===== src/rtl/vga_grid_display.sv =====
// 640x480@60 VGA raster generator that draws a bordered 10x20 playfield, snapshotted once per frame.
// Optional build macro GRID_LINES_EN darkens the last pixel row/column of each cell to draw a grid.
module vga_grid_display (
    input  logic         clock,
    input  logic         reset,
    input  logic [599:0] frame,
    output logic [2:0]   vga_pixel,
    output logic         hsync_out,
    output logic         vsync_out,
    output logic         in_display,
    output logic [9:0]   count_x,
    output logic [9:0]   count_y,
    output logic [10:0]  frame_count
);

    localparam logic [9:0] H_LAST      = 10'd799;
    localparam logic [9:0] V_LAST      = 10'd524;
    localparam logic [9:0] H_VISIBLE   = 10'd640;
    localparam logic [9:0] V_VISIBLE   = 10'd480;
    localparam logic [9:0] HS_START    = 10'd656;
    localparam logic [9:0] HS_END      = 10'd751;
    localparam logic [9:0] VS_START    = 10'd490;
    localparam logic [9:0] VS_END      = 10'd491;
    localparam logic [9:0] BOARD_X0    = 10'd220;
    localparam logic [9:0] BOARD_X1    = 10'd420;
    localparam logic [9:0] BOARD_Y0    = 10'd40;
    localparam logic [9:0] BOARD_Y1    = 10'd440;
    localparam logic [9:0] BORDER_X0   = 10'd218;
    localparam logic [9:0] BORDER_X1   = 10'd422;
    localparam logic [9:0] BORDER_Y0   = 10'd38;
    localparam logic [9:0] BORDER_Y1   = 10'd442;
    localparam logic [4:0] CELL_LAST   = 5'd19;
    localparam logic [2:0] COLOUR_OFF  = 3'b000;
    localparam logic [2:0] COLOUR_EDGE = 3'b111;

    logic [9:0]   x_r;
    logic [9:0]   y_r;
    logic [599:0] snap_r;
    logic [10:0]  fc_r;
    logic [4:0]   x_off_r;
    logic [3:0]   x_cell_r;
    logic [4:0]   y_off_r;
    logic [4:0]   y_cell_r;

    logic [9:0]   x_nxt_s;
    logic [9:0]   y_nxt_s;
    logic [4:0]   x_off_nxt_s;
    logic [3:0]   x_cell_nxt_s;
    logic [4:0]   y_off_nxt_s;
    logic [4:0]   y_cell_nxt_s;
    logic         line_end_s;
    logic         snap_take_s;
    logic         visible_s;
    logic         x_board_s;
    logic         y_board_s;
    logic         board_s;
    logic         border_s;
    logic         grid_line_s;
    logic [29:0]  row_bits_s;
    logic [2:0]   cell_colour_s;
    logic [2:0]   pixel_s;

    // Raster position advance with line and frame wrap.
    always_comb begin
        line_end_s = (x_r == H_LAST);
        if (line_end_s) begin
            x_nxt_s = 10'd0;
            if (y_r == V_LAST) begin
                y_nxt_s = 10'd0;
            end else begin
                y_nxt_s = y_r + 10'd1;
            end
        end else begin
            x_nxt_s = x_r + 10'd1;
            y_nxt_s = y_r;
        end
    end

    // Region decodes of the current position.
    always_comb begin
        visible_s   = (x_r < H_VISIBLE) && (y_r < V_VISIBLE);
        x_board_s   = (x_r >= BOARD_X0) && (x_r < BOARD_X1);
        y_board_s   = (y_r >= BOARD_Y0) && (y_r < BOARD_Y1);
        board_s     = x_board_s && y_board_s;
        border_s    = (x_r >= BORDER_X0) && (x_r < BORDER_X1) &&
                      (y_r >= BORDER_Y0) && (y_r < BORDER_Y1);
        snap_take_s = (x_r == 10'd0) && (y_r == VS_START);
    end

    // Horizontal cell/offset sub-counters: they are re-armed one pixel before the board starts,
    // so they are valid whenever x_r lies inside the board.
    always_comb begin
        x_off_nxt_s  = x_off_r;
        x_cell_nxt_s = x_cell_r;
        if (x_nxt_s == BOARD_X0) begin
            x_off_nxt_s  = 5'd0;
            x_cell_nxt_s = 4'd0;
        end else if (x_board_s) begin
            if (x_off_r == CELL_LAST) begin
                x_off_nxt_s  = 5'd0;
                x_cell_nxt_s = x_cell_r + 4'd1;
            end else begin
                x_off_nxt_s  = x_off_r + 5'd1;
                x_cell_nxt_s = x_cell_r;
            end
        end else begin
            x_off_nxt_s  = x_off_r;
            x_cell_nxt_s = x_cell_r;
        end
    end

    // Vertical cell/offset sub-counters, stepped once per line.
    always_comb begin
        y_off_nxt_s  = y_off_r;
        y_cell_nxt_s = y_cell_r;
        if (!line_end_s) begin
            y_off_nxt_s  = y_off_r;
            y_cell_nxt_s = y_cell_r;
        end else if (y_nxt_s == BOARD_Y0) begin
            y_off_nxt_s  = 5'd0;
            y_cell_nxt_s = 5'd0;
        end else if (y_board_s) begin
            if (y_off_r == CELL_LAST) begin
                y_off_nxt_s  = 5'd0;
                y_cell_nxt_s = y_cell_r + 5'd1;
            end else begin
                y_off_nxt_s  = y_off_r + 5'd1;
                y_cell_nxt_s = y_cell_r;
            end
        end else begin
            y_off_nxt_s  = y_off_r;
            y_cell_nxt_s = y_cell_r;
        end
    end

    // Cell colour lookup as a row mux followed by a column mux.
    always_comb begin
        row_bits_s    = 30'd0;
        cell_colour_s = COLOUR_OFF;
        for (int r = 0; r < 20; r++) begin
            if (y_cell_r == 5'(r)) begin
                row_bits_s = snap_r[r*30 +: 30];
            end else begin
                row_bits_s = row_bits_s;
            end
        end
        for (int c = 0; c < 10; c++) begin
            if (x_cell_r == 4'(c)) begin
                cell_colour_s = row_bits_s[c*3 +: 3];
            end else begin
                cell_colour_s = cell_colour_s;
            end
        end
    end

`ifdef GRID_LINES_EN
    assign grid_line_s = (x_off_r == CELL_LAST) || (y_off_r == CELL_LAST);
`else
    assign grid_line_s = 1'b0;
`endif

    // Pixel colour by priority: blanking, board, border, background.
    always_comb begin
        if (!visible_s) begin
            pixel_s = COLOUR_OFF;
        end else if (board_s) begin
            if (grid_line_s) begin
                pixel_s = COLOUR_OFF;
            end else begin
                pixel_s = cell_colour_s;
            end
        end else if (border_s) begin
            pixel_s = COLOUR_EDGE;
        end else begin
            pixel_s = COLOUR_OFF;
        end
    end

    // Raster, sub-counter and snapshot state.
    always_ff @(posedge clock) begin
        if (reset) begin
            x_r      <= 10'd0;
            y_r      <= 10'd0;
            x_off_r  <= 5'd0;
            x_cell_r <= 4'd0;
            y_off_r  <= 5'd0;
            y_cell_r <= 5'd0;
            snap_r   <= 600'd0;
            fc_r     <= 11'd0;
        end else begin
            x_r      <= x_nxt_s;
            y_r      <= y_nxt_s;
            x_off_r  <= x_off_nxt_s;
            x_cell_r <= x_cell_nxt_s;
            y_off_r  <= y_off_nxt_s;
            y_cell_r <= y_cell_nxt_s;
            if (snap_take_s) begin
                snap_r <= frame;
                fc_r   <= fc_r + 11'd1;
            end else begin
                snap_r <= snap_r;
                fc_r   <= fc_r;
            end
        end
    end

    assign count_x     = x_r;
    assign count_y     = y_r;
    assign frame_count = fc_r;
    assign in_display  = visible_s;
    assign hsync_out   = !((x_r >= HS_START) && (x_r <= HS_END));
    assign vsync_out   = !((y_r >= VS_START) && (y_r <= VS_END));
    assign vga_pixel   = pixel_s;

endmodule


===== config.mk =====
export PLATFORM = sky130hd
export DESIGN_NAME = vga_grid_display
export DESIGN_NICKNAME = d
export VERILOG_FILES = /design/src/rtl/vga_grid_display.sv
export SDC_FILE = /design/constraint.sdc
export NUM_CORES = 2
export LEC_CHECK = 0
export ABC_AREA = 1
export CAP_MARGIN = 25
export CORE_AREA = 3 3 245 247
export CTS_BUF_LIST = sky130_fd_sc_hd__clkbuf_2
export DETAILED_ROUTE_END_ITERATION = 12
export DIE_AREA = 0 0 248 250
export PLACE_DENSITY = 0.81
export SKIP_CTS_REPAIR_TIMING = 1
export SYNTH_ARGS = -nofsm -noshare
export SYNTH_HDL_FRONTEND = slang
export SYNTH_SLANG_ARGS = --single-unit

===== constraint.sdc =====
create_clock -name clock -period 8.3 [get_ports clock]
set_input_delay 1.66 -clock clock [delete_from_list [all_inputs] [get_ports clock]]
set_output_delay 1.66 -clock clock [all_outputs]
set_load 0.01 [all_outputs]

==> results.py <==
metrics = {
    "run_status": {
        "status": "finished, final reports clean",
    },
    "layout": {
        "final_cell_mix": "1280 x nor2_1, 751 x nand2_1, 736 x o21ai_0, 650 x dfxtp_1, 638 x clkdlybuf4s50_1",
        "finalNonFillerCells": 5988,
        "final_common_cell": "nor2_1",
        "area_growth_pct": 26.77,
        "nets": 5725,
        "final_util_pct": 65.78,
        "fin_area_um2": 38030,
        "fill_cells": 5262,
        "drive_gt1_share_pct": 7.793,
    },
    "critical_path": {
        "critical-path-slowest-cell": "clkdlybuf4s50_1",
        "cpMostUsedCell": "nand2_1",
        "max_stage_delay_ns": 0.62,
        "cp-start-kind": "register",
        "cp_top_family": "simple AND/OR/NAND/NOR gates",
        "cp.required_ns": 6.64,
        "crit_fanout": 21,
        "crit_start": "y_cell_r[1]",
        "critical_path_class": "reg -> out",
        "r2r_slack_ns": 4.72,
        "end_kind": "output pin",
        "crit_end": "vga_pixel[2]",
        "crit_buf_inv": 3,
        "path_depth": 30,
        "arrival_ns": 6.39,
        "r2r_start": "count_x[1]",
        "r2r-end": "y_cell_r[4]",
        "reg2reg_depth": 22,
    },
    "timing": {
        "fmax_mhz": 124.3,
        "fin_skew_ns": 0.07042,
        "hold_violations": 0,
        "timing.final.crit_share_pct": 96.93,
        "finalMaxSlewViolations": 0,
        "tightest_slew_ns": 1.133,
        "setup_slack_ns": 0.2545,
        "min_period_ns": 8.046,
        "setup_viol": 0,
        "slew_headroom_pct": 24.44,
    },
    "drt": {
        "first_pass_iters": 6,
        "ant_nets": 0,
        "wire_per_inst_um": 20.07,
        "num_vias": 33292,
        "drt-total-wl_um": 120200,
        "detail_route.iter0.violations": 4150,
        "via_per_inst": 5.560,
        "remaining_drc_errors": 0,
    },
    "hold_path": {
        "hp-class": "reg -> reg",
        "whs_path_depth": 2,
    },
    "floorplan": {
        "rows": 88,
        "fp.dieH_um": 250,
        "core_area_um2": 57810,
        "die-area_um2": 62000,
        "ios": 639,
        "start_util_pct": 51.89,
        "die_x_um": 248,
    },
    "placed_design": {
        "place_ws_ns": 1.590,
        "dpl.cell_count": 5703,
        "port_buffers": 638,
        "finalWeightedCongestion": 0.9956,
        "dp_hpwl_um": 86230,
        "dpl-instance-area_um2": 36580,
    },
    "grt": {
        "grt_pass1_wl_um": 177800,
        "grt_max_degree": 280,
        "grt_pass1_vias": 31031,
        "track_usage_pct": 37.17,
        "antenna_found_initial": 13,
        "grt-ovfl-total": 0,
    },
    "logic_synthesis": {
        "synth.distinct_cells": 52,
        "ys_ff_latch": 650,
        "synth_warnings": 0,
        "syn_avg_cell_area_um2": 6.584,
        "syn_inst": 4556,
        "synthArstFlopShare_pct": 0,
        "synth_edf_count": 0,
        "synth_ff_type": "dfxtp_1",
        "synth_seq_area_share_pct": 43.38,
        "netlist_area_um2": 30000,
        "synth_nets": 5174,
    },
    "clocking": {
        "htreeDepth": 4,
        "cts_buffer_depth": 3,
        "numCtsBuffers": 165,
        "path_clk_slew_ns": 0.08,
        "cts-root-buf": "clkbuf_2",
        "clkSinkCount": 650,
        "clk_latency_ns": 1.36,
        "cts_tree": "yes",
    },
    "power_and_ir_drop": {
        "p_per_area_nw_per_um2": 148.6,
        "irDropWorstVdd_v": 0.0001047,
        "p_leak_nw": 17.18,
        "totalPowerFinal_mw": 5.649,
    },
    "run": {
        "maxCapViolations": 0,
    },
}
kinds of logic after synthesis:
group,count (synthesis),share of synthesized area [%]
simple gates,2394,32.28
compound gates,900,15.84
flops,650,43.38
buf+inv,588,7.604
fa+ha+maj,16,0.6674
xor+xnor,8,0.2336
state kept, by name, summed over array words and instances (netlist names):
name,count
count_x,10
count_y,10
frame_count,11
snap_r,600
x_cell_r,4
x_off_r,5
y_cell_r,5
y_off_r,5
area by class of cell:
cell class	count	area, µm²	share of cell area (%)
Clock inverter	40	229.0	0.6022
Timing Repair inverter	2	12.51	0.03290
Antenna cell	13	32.53	0.08555
Tap cell	765	957.2	2.517
Clock buffer	230	1151	3.027
Timing Repair Buffer	682	6758	17.77
Inverter	288	1115	2.932
Sequential cell	650	13010	34.22
Multi-Input combinational cell	3318	14760	38.81
report_power, final:
part	switching [mW]	total (mW)	internal, mW
sequential	0.00164	3.12	3.12
clock	1.35	2.15	0.804
combinational	0.117	0.377	0.260
total	1.47	5.65	4.18
layer usage:
layer  up-vias  GRT usage [%]  share of wire, %
met1     15243          48.61                40
met5         -              0             0.022
li1      15738              -                 -
met2      1976          54.72                43
met3       331          10.08                11
met4         4          21.96               5.8
worst reg2reg max path, cell delays in order, from the launching register on:
cell       delay [ns]
dfxtp_1          0.41
ha_1             0.23
nand2_2          0.10
nor2_4           0.11
inv_2            0.06
nor4_4           0.27
inv_4            0.14
nor2_2           0.15
inv_2            0.06
nor2_4           0.12
inv_2            0.08
nor3_1           0.18
xor2_1           0.15
nor4_2           0.27
o2111ai_2        0.28
nand2_1          0.16
inv_2            0.05
nor2_4           0.16
inv_4            0.09
nor2_8           0.11
inv_4            0.07
nand2_1          0.11
o21ai_0          0.10
cells in the mapped netlist, drive strengths merged, types with 6 or more instances:
master  number  share of area, %
a21oi       71               1.2
a31oi        6              0.13
nor4        10              0.30
inv        284               3.6
nor3        26              0.52
o211ai      54               1.4
clkbuf     256               3.2
or2         62               1.3
xor2         7              0.20
nand3      213               3.6
ha          16              0.67
o21ai      742                12
nand4       23              0.48
nor2      1294                16
nand2      755               9.5
buf         44              0.77
dfxtp      650                43
metrics by stage:
step | hold WS [ns] | TNS [ns]
after floorplan | 0.4245 | 0
after global placement | 0.4365 | 0
after detailed placement | 0.4476 | 0
after CTS | 0.4618 | 0
after global routing | 0.4809 | -0.01647
final | 0.4592 | 0
how the worst min path moves through the flow:
stage / from / endpoint / slack, ns
after floorplan: snap_r[175] / snap_r[175] / 0.42
after global placement: snap_r[542] / snap_r[542] / 0.44
after detailed placement: snap_r[540] / snap_r[540] / 0.45
after CTS: snap_r[540] / snap_r[540] / 0.46
after global routing: snap_r[563] / snap_r[563] / 0.48
final: snap_r[540] / snap_r[540] / 0.46
No activity file was read; power rests on OpenSTA's default activity.
